## src/rtl/mul_pkg.sv

```systemverilog
// Shared definitions for the iterative Booth multiplier: FSM states, Booth digits, step count.
// BOOTH_RADIX4_EN selects radix-4 modified Booth recoding; undefined gives radix-2.
package mul_pkg;

    typedef enum logic [1:0] {
        ST_IDLE = 2'd0,
        ST_RUN  = 2'd1,
        ST_DONE = 2'd2
    } state_e;

    typedef enum logic [2:0] {
        DIG_ZERO = 3'd0,
        DIG_P1   = 3'd1,
        DIG_P2   = 3'd2,
        DIG_M1   = 3'd3,
        DIG_M2   = 3'd4
    } booth_dig_e;

`ifdef BOOTH_RADIX4_EN
    localparam bit RADIX4_EN = 1'b1;
`else
    localparam bit RADIX4_EN = 1'b0;
`endif

    // Bits retired per step and width of the recode window {.., q0, q-1}.
    localparam int SHIFT = RADIX4_EN ? 2 : 1;
    localparam int REC_W = SHIFT + 1;

    // Operands are extended to width+1 bits before recoding.
    function automatic int booth_steps(input int width);
        return RADIX4_EN ? (width + 2) / 2 : width + 1;
    endfunction

endpackage

```

## src/rtl/booth_step.sv

```systemverilog
// One combinational Booth iteration: recode, add digit*multiplicand, arithmetic shift.
// BOOTH_RADIX4_EN selects the radix-4 digit set; otherwise radix-2.
module booth_step
    import mul_pkg::*;
#(
    parameter int AW = 19,
    parameter int QW = 17
) (
    input  logic [AW+QW:0]  pp_i,
    input  logic [AW-1:0]   mcand_i,
    input  logic [REC_W-1:0] rec_i,
    output logic [AW+QW:0]  pp_o
);

    booth_dig_e     dig;
    logic [AW-1:0]  addend;
    logic [AW-1:0]  acc_sum;
    logic [AW+QW:0] pp_sum;

    always_comb begin
        dig = DIG_ZERO;
`ifdef BOOTH_RADIX4_EN
        case (rec_i)
            3'b001, 3'b010: dig = DIG_P1;
            3'b011:         dig = DIG_P2;
            3'b100:         dig = DIG_M2;
            3'b101, 3'b110: dig = DIG_M1;
            default:        dig = DIG_ZERO;
        endcase
`else
        case (rec_i)
            2'b01:   dig = DIG_P1;
            2'b10:   dig = DIG_M1;
            default: dig = DIG_ZERO;
        endcase
`endif
    end

    always_comb begin
        addend = '0;
        case (dig)
            DIG_P1:  addend = mcand_i;
            DIG_P2:  addend = mcand_i << 1;
            DIG_M1:  addend = -mcand_i;
            DIG_M2:  addend = -(mcand_i << 1);
            default: addend = '0;
        endcase
        acc_sum = pp_i[AW+QW -: AW] + addend;
        pp_sum  = {acc_sum, pp_i[QW:0]};
        pp_o    = $signed(pp_sum) >>> SHIFT;
    end

endmodule

```

## src/rtl/seq_booth_multiplier.sv

```systemverilog
// Iterative Booth multiplier with start/done handshake; signed or unsigned WIDTH x WIDTH.
// Radix-4 recoding when BOOTH_RADIX4_EN is defined (fewer steps), radix-2 otherwise.
module seq_booth_multiplier
    import mul_pkg::*;
#(
    parameter int WIDTH = 16
) (
    input  logic             Clock,
    input  logic             Reset,
    input  logic             iStart,
    input  logic             iSigned,
    input  logic [WIDTH-1:0] iA,
    input  logic [WIDTH-1:0] iB,
    output logic             oBusy,
    output logic             oDone,
    output logic [WIDTH-1:0] oResultLo,
    output logic [WIDTH-1:0] oResultHi,
    output logic             oOverflow
);

    localparam int STEPS = booth_steps(WIDTH);
    // Two guard bits above the extended operand keep +/-2M partial sums in range.
    localparam int AW    = WIDTH + 3;
    localparam int QW    = SHIFT * STEPS;
    localparam int PW    = AW + QW + 1;
    localparam int CW    = $clog2(STEPS + 1);

    state_e           state_q, state_d;
    logic [PW-1:0]    pp_q, pp_d, pp_step;
    logic [AW-1:0]    mcand_q, mcand_d;
    logic             signed_q, signed_d;
    logic [CW-1:0]    cnt_q, cnt_d;
    logic             busy_q, busy_d;
    logic             done_q, done_d;
    logic [WIDTH-1:0] lo_q, lo_d;
    logic [WIDTH-1:0] hi_q, hi_d;
    logic             ovf_q, ovf_d;

    logic [AW-1:0]      a_ext;
    logic [QW-1:0]      b_ext;
    logic [2*WIDTH-1:0] prod;
    logic               unused_pp_hi;

    assign a_ext = iSigned ? {{(AW-WIDTH){iA[WIDTH-1]}}, iA} : {{(AW-WIDTH){1'b0}}, iA};
    assign b_ext = iSigned ? {{(QW-WIDTH){iB[WIDTH-1]}}, iB} : {{(QW-WIDTH){1'b0}}, iB};

    // Register layout: {acc[AW], q[QW], q-1}; product sits just above q-1.
    assign prod         = pp_q[2*WIDTH:1];
    assign unused_pp_hi = ^pp_q[PW-1:2*WIDTH+1];

    booth_step #(
        .AW (AW),
        .QW (QW)
    ) u_step (
        .pp_i    (pp_q),
        .mcand_i (mcand_q),
        .rec_i   (pp_q[REC_W-1:0]),
        .pp_o    (pp_step)
    );

    always_comb begin
        state_d  = state_q;
        pp_d     = pp_q;
        mcand_d  = mcand_q;
        signed_d = signed_q;
        cnt_d    = cnt_q;
        busy_d   = 1'b0;
        done_d   = 1'b0;
        lo_d     = lo_q;
        hi_d     = hi_q;
        ovf_d    = ovf_q;
        case (state_q)
            ST_IDLE: begin
                if (iStart) begin
                    state_d  = ST_RUN;
                    mcand_d  = a_ext;
                    signed_d = iSigned;
                    pp_d     = {{AW{1'b0}}, b_ext, 1'b0};
                    cnt_d    = '0;
                    busy_d   = 1'b1;
                end
            end
            ST_RUN: begin
                if (cnt_q == CW'(STEPS)) begin
                    state_d = ST_DONE;
                    done_d  = 1'b1;
                    lo_d    = prod[WIDTH-1:0];
                    hi_d    = prod[2*WIDTH-1:WIDTH];
                    ovf_d   = signed_q ? (prod[2*WIDTH-1:WIDTH] != {WIDTH{prod[WIDTH-1]}})
                                       : (|prod[2*WIDTH-1:WIDTH]);
                end else begin
                    pp_d   = pp_step;
                    cnt_d  = cnt_q + 1'b1;
                    busy_d = 1'b1;
                end
            end
            ST_DONE: state_d = ST_IDLE;
            default: state_d = ST_IDLE;
        endcase
    end

    always_ff @(posedge Clock or negedge Reset) begin
        if (!Reset) begin
            state_q  <= ST_IDLE;
            pp_q     <= '0;
            mcand_q  <= '0;
            signed_q <= 1'b0;
            cnt_q    <= '0;
            busy_q   <= 1'b0;
            done_q   <= 1'b0;
            lo_q     <= '0;
            hi_q     <= '0;
            ovf_q    <= 1'b0;
        end else begin
            state_q  <= state_d;
            pp_q     <= pp_d;
            mcand_q  <= mcand_d;
            signed_q <= signed_d;
            cnt_q    <= cnt_d;
            busy_q   <= busy_d;
            done_q   <= done_d;
            lo_q     <= lo_d;
            hi_q     <= hi_d;
            ovf_q    <= ovf_d;
        end
    end

    assign oBusy     = busy_q;
    assign oDone     = done_q;
    assign oResultLo = lo_q;
    assign oResultHi = hi_q;
    assign oOverflow = ovf_q;

endmodule

```

## config.mk

```make
export PLATFORM = sky130hd
export DESIGN_NAME = seq_booth_multiplier
export DESIGN_NICKNAME = d
export VERILOG_FILES = /design/src/rtl/mul_pkg.sv /design/src/rtl/booth_step.sv /design/src/rtl/seq_booth_multiplier.sv
export SDC_FILE = /design/constraint.sdc
export NUM_CORES = 1
export LEC_CHECK = 0
export ABC_CLOCK_PERIOD_IN_PS = 3600
export BUFFER_PORTS_ARGS = -buffer_cell sky130_fd_sc_hd__buf_2
export CAP_MARGIN = 20
export CORE_ASPECT_RATIO = 1.1
export CORE_MARGIN = 4
export CORE_UTILIZATION = 52
export CTS_CLUSTER_SIZE = 12
export DETAILED_ROUTE_END_ITERATION = 7
export PLACE_DENSITY = 0.79
export SLEW_MARGIN = 20
export SYNTH_ARGS = -nofsm -noshare
export SYNTH_HDL_FRONTEND = slang
export SYNTH_SLANG_ARGS = --single-unit
export TNS_END_PERCENT = 5
```

## constraint.sdc

```tcl
create_clock -name Clock -period 3.6 [get_ports Clock]
set_input_delay 0.18 -clock Clock [delete_from_list [all_inputs] [get_ports Clock]]
set_output_delay 0.18 -clock Clock [all_outputs]
set_load 0.05 [all_outputs]
```

Yosys cells after proc, flatten, opt, wreduce, memory -nomap -nowiden:

Cells that the tools add are included.

* register bits after elaboration: 99
* word-level logic and storage cells: 52

* $add $sub $neg: 4
* equal/unequal tests: 12
* mux-type cells: 19
* reductions and logical operators: 7

Operators by type and width (number)
* 19-bit one-hot mux with 4 select lines: 1
* 37-bit two-way mux: 2
* 37-bit one-hot mux with 2 select lines: 1
* 19-bit negation: 2
* 19-bit adder: 1
* 19-bit two-way mux: 1
* 17-bit two-way mux: 1
* 16-bit inequality test: 1
* 16-bit OR reduction: 1
* 5-bit two-way mux: 2
* 5-bit one-hot mux with 2 select lines: 1
* 2-bit one-hot mux with 2 select lines: 2
* 3-bit by 2-bit equality test with 1-bit output, second input constant: 2
* 2-bit inequality test, second input constant: 3
* 2-bit AND reduction: 3
* 5-bit by 1-bit adder with 5-bit output, second input constant: 1
* 5-bit equality test, second input constant: 1
* 1-bit two-way mux: 5
* 2-bit by 1-bit equality test with 1-bit output, second input constant: 2
* 2-bit two-way mux: 2
* 3-bit by 1-bit equality test with 1-bit output, second input constant: 1
* 3-bit equality test, second input constant: 1
* 3-bit AND reduction: 1
* 2-bit equality test, second input constant: 1
* 3 further kinds: 3

Logic depth before layout (Yosys ltp):

* depth in word-level cells: 7
* depth in mapped cells: 19

By module:

From an unflattened synthesis, not the netlist that was laid out.

* cell total of the unflattened synthesis: 664
* area, all modules: 5510.3 µm²

Modules (own cells, without submodules)
* seq_booth_multiplier: instances 1, cells an instance 442, area each 3962.6 µm², seq. area each 2427.3 µm²
* booth_step: instances 1, cells an instance 222, area each 1547.7 µm², seq. area each 0.0 µm²

Worst setup path before layout:

Ideal clock, no wire load.

* path kind: register to register
* start point: reg mcand_q[0]
* end point: reg pp_q[35]
* arrival time: 3.231 ns
* setup slack: 0.229 ns
* cell stages (with the launch flop): 16
* path buffers: 0
* clock period less this slack: 3.371 ns
* path through: dfrtp_1 inv_1 ha_1 nand2b_1 nor4_1 nand3_1 a311oi_1 ha_1 or2_2 a21oi_1 a31oi_2 a41o_2 a41oi_2 nor2b_4 xor2_1 o311ai_2

* cells in the longest elaborated chain, start to end: 5
* elaborated cells on any way between the ends: 6
* those cells by class: 3 x add/sub; 3 x mux

Ends and longest elaborated chain
* from (decl): line seq_booth_multiplier.sv:30 `logic [AW-1:0] mcand_q, mcand_d;`
* from (signal assigned): line seq_booth_multiplier.sv:117 `mcand_q <= mcand_d;`
* 19-bit negation (on tied branches): line booth_step.sv:44, booth_step.sv:45
* 19-bit one-hot mux with 4 select lines (*): line booth_step.sv:41 `case (dig)`
* 19-bit adder (*): line booth_step.sv:48 `acc_sum = pp_i[AW+QW -: AW] + addend;`
* 37-bit two-way mux (*): line seq_booth_multiplier.sv:84 `if (cnt_q == CW'(STEPS)) begin`
* 37-bit one-hot mux with 2 select lines (*): line seq_booth_multiplier.sv:72 `case (state_q)`
* to (signal assigned): line seq_booth_multiplier.sv:116 `pp_q <= pp_d;`
* to (decl): line seq_booth_multiplier.sv:29 `logic [PW-1:0] pp_q, pp_d, pp_step;`

Every way passes the cells marked *; elsewhere a longest branch is shown, timed or not. The select of a mux whose other input is x is not followed.
A chain may end at the register's enable or synchronous reset.

Final worst setup path:

Same ends and word-level chain as after synthesis.

==> impl.org <==
** Place
- Routability-driven placement finished with a final weighted congestion of 0.8982.
- In this run the tool buffered the top-level ports with 70 buffer cells.
- Cell area after placement :: 0.005665 mm²
- Half-perimeter wire length after placement :: 8388 µm
- At the placement stage, the worst setup path has a slack of 0.009530 ns.

** Die
- Die H :: 112.8 µm
- In this run the standard cell core region covers 0.009794 mm².
- The floorplan step set the die width to 103.3 µm.
- The floorplan step defined a die boundary enclosing 0.01166 mm².
- 71 I/O pins were placed.
- Row cnt :: 38
- For this configuration, the core starts out at a cell density of 53.05%.

** Layout
- From synthesis to final layout, the design area changed by 18.40%.
- 0 antenna diodes ended up in the layout.
- In the final layout, the share of cells above drive strength 1 is 20.83%.
- For this run, the post-layout net count is 756.
- Cell area after layout :: 0.006152 mm²

** CTS
- CTS sink count :: 96
- The H-tree was split into 3 levels.
- For the worst-skew pair, the clock arrives at the later sink with an insertion delay of 0.37 ns.
- In this run the deepest clock path goes through 2 buffers.
- TritonCTS built the clock tree.
- The cell sitting at the root of the clock tree is a sky130_fd_sc_hd__clkbuf_8.
- Clock-pin slew was measured on the worst setup and hold paths at 0.10 ns.
- Clock tree synthesis inserted a total of 9 buffers.

** Worst setup path
- Data on the critical path is required at its endpoint by 3.84 ns.
- The critical path is of the register to register type.
- Kind of start point of the critical path :: register
- In this run the worst path has a maximum fanout of 4.
- STA classifies the critical path endpoint as a register.
- CP Data Arrival Time :: 3.67 ns

** Timing
- Across all hold checks on the routed design, the worst slack comes to 0.01409 ns.
- Max Clock Freq :: 291.8 MHz
- Post-layout minimum cycle time :: 3.427 ns
- Final worst setup slack :: 0.1727 ns
- For the pin with the worst max-slew slack, the measured transition is 0.8829 ns.
- Dividing the final minimum period by the clock period gives 95.20%.
- Final setup skew :: 0.006765 ns
- Setup violations remaining at the end of the flow were counted as 0.
- Headroom to the max-slew limit came out at 41.14%.
- The max-slew violation count is 0.
- Fin. Hold Viols :: 0

** Synthesis
- For this run, the register share of the synthesized area comes to 46.23%.
- Synthesis handed over a netlist of 611 instances.
- Proportion of synthesized flip-flops having asynchronous set or reset :: 100.0%
- The cell area that synthesis handed to floorplanning was 0.005196 mm².
- EDFF count, synth :: 0
- Count of unique library cells instantiated by Yosys :: 58
- The synthesized design contains 96 register bits.
- Counting every net in the synthesized netlist gives 671.
- The average instance in the mapped netlist occupies 8.504 µm².
- Top FF cell, synth :: sky130_fd_sc_hd__dfrtp_1
- Yosys warning count :: 0

** Routing
- Drt initial violations :: 366
- Via total after detailed routing :: 4583
- Wire per inst :: 15.01 µm
- Wire length after detailed routing :: 12330 µm
- 1st-pass router iterations :: 6
- The detail route stage leaves a number of antenna-violating nets equal to 0.
- For this run, design rule violations remaining after detail routing come to 0.
- Average vias per placed instance :: 5.582

** GRT
- Sum of overflow across all layers after global routing :: 0
- The number of antenna violations at the first check in global routing is 0.
- Pin count of the biggest net entering global routing :: 72
- Number of global-route vias before repair :: 4263
- The first global-routing pass estimated 20020 µm of wire.
- Aggregate global-route resource usage :: 21.42%

** Power
- In this run the static leakage power is 0.003098 µW.
- Pwr Density :: 986.1 mW/mm²
- VDD sags by at most 400.0 µV.

** Run status
- The flow ran to the end, and the final reports show no timing, DRC or antenna violations.

** Min path
- Path type of the worst min-delay path :: input port to register

** Run
- # Max-Cap Violations :: 0
==> flip-flops by register name, summed over array words and instances, names as in the netlist <==
name	flops
cnt_q	5
mcand_q	17
oBusy	1
oDone	1
oOverflow	1
oResultHi	16
oResultLo	16
pp_q	36
signed_q	1
state_q	2
==> final timing paths <==
check,startpoint,endpoint,slack (ns),cells after the start
worst max register to register,mcand_q[0],pp_q[35],0.17,16
worst min-delay path,iB[4],pp_q[5],0.01,3
min in group asynchronous,Reset,mcand_q[5],0.47,2
worst max-delay path,mcand_q[0],pp_q[35],0.17,16
worst min register to register,oResultLo[12],oResultLo[12],0.48,2
max in group asynchronous,Reset,cnt_q[1],2.40,3
==> area by class of cell <==
type | count | area [µm²]
Fill cell | 852 | 3642
Multi-Input combinational cell | 475 | 2731
Sequential cell | 96 | 2402
Timing Repair Buffer | 103 | 635.6
Tap cell | 120 | 150.1
Clock buffer | 9 | 123.9
Clock inverter | 7 | 63.81
Inverter | 11 | 45.04
==> what timing repair did <==
action / in CTS / in global routing
buffers inserted: 1 / 6
hold buffers: 14 / 0
gates resized for setup: 0 / 21
gates cloned: 0 / 0
endpoints found under the setup margin: 1 / 4
hold endpoints to repair: 82 / 0
pin swaps: 1 / 7
==> worst max-delay path: stages, from the launching register on <==
cell and delay [ns]:
sky130_fd_sc_hd__dfrtp_1 0.43, sky130_fd_sc_hd__inv_2 0.09, sky130_fd_sc_hd__ha_2 0.19, sky130_fd_sc_hd__nand2b_1 0.13, sky130_fd_sc_hd__nor4_2 0.17, sky130_fd_sc_hd__buf_4 0.16
sky130_fd_sc_hd__nand3_1 0.09, sky130_fd_sc_hd__a311oi_2 0.25, sky130_fd_sc_hd__ha_1 0.27, sky130_fd_sc_hd__or2_2 0.27, sky130_fd_sc_hd__a21oi_1 0.18, sky130_fd_sc_hd__a31oi_2 0.08
sky130_fd_sc_hd__a41o_2 0.33, sky130_fd_sc_hd__a41oi_2 0.16, sky130_fd_sc_hd__buf_4 0.14, sky130_fd_sc_hd__mux2i_1 0.22, sky130_fd_sc_hd__o311ai_2 0.12
==> placed cells by master, fill, tap and decap left out, types with 10 or more instances in the layout <==
cell type	count
sky130_fd_sc_hd__ha_1	19
sky130_fd_sc_hd__nand2_1	210
sky130_fd_sc_hd__a21oi_1	27
sky130_fd_sc_hd__dfrtp_1	96
sky130_fd_sc_hd__nand3_1	25
sky130_fd_sc_hd__nand4_1	11
sky130_fd_sc_hd__buf_2	69
sky130_fd_sc_hd__a22oi_1	18
sky130_fd_sc_hd__o21ai_1	17
sky130_fd_sc_hd__nor2_1	27
sky130_fd_sc_hd__buf_4	20
sky130_fd_sc_hd__dlygate4sd3_1	14
sky130_fd_sc_hd__nor3_1	10
sky130_fd_sc_hd__xor2_1	11
sky130_fd_sc_hd__o21ai_0	15
==> cell usage after synthesis (all sizes together), types with 2 or more instances <==
library cell	count	area (µm²)
and3	6	40.03
xor2	12	105.1
o211ai	2	15.01
nand3	25	125.1
nand2b	5	38.78
a211oi	4	40.03
ha	23	287.8
nand4	11	68.82
nor3	13	75.07
buf	5	26.27
nand2	212	798.3
nor2b	3	26.27
a311oi	5	43.79
clkbuf	24	100.1
dfrtp	96	2402
or2	2	12.52
o21ai	33	168.9
nand3b	4	30.03
a31oi	2	18.77
a21oi	30	153.9
a21o	6	48.80
o31ai	4	35.03
inv	11	41.29
nor2	29	116.4
xnor2	4	35.03
a22oi	18	135.1
nor4	7	43.79
==> power breakdown <==
group | switching [µW] | internal [µW] | leakage [µW]
Combinational | 2120 | 1220 | 0.00179
Clock | 408 | 264 | 0.0000934
Sequential | 489 | 1560 | 0.00122
Total | 3020 | 3050 | 0.00310
==> logic make-up after synthesis <==
family,Yosys count,synth area share (%)
XOR/XNOR,16,2.697
AO/OA/AOI/OAI,113,14.69
buffers and inverters,40,3.226
multiplexers,1,0.1926
flip-flops,96,46.23
AND/OR/NAND/NOR,321,27.04
adder cells (fa/ha/maj),24,5.924
==> metal layers <==
| metal | global-route usage, % | vias up | part of all wire [%] |
|---|---|---|---|
| met2 | 33.89 | 128 | 48 |
| met3 | 3.453 | 32 | 5.1 |
| met1 | 29.24 | 2155 | 45 |
| met4 | 8.722 | 0 | 2.5 |
| li1 | - | 2268 | - |
| met5 | 0 | - | 0 |
==> metrics by stage <==
stage	utilization [%]	TNS, ns	total power, µW	instances
6_report	62.81	0	6067	821
5_1_grt	62.81	-0.03672	6560	821
4_1_cts	61.27	0	5900	815
3_5_place_dp	57.84	0	5191	784
3_3_place_gp	57.84	0	5065	784
2_1_floorplan	-	0	4428	611
Power figures use the tool's default switching activity.
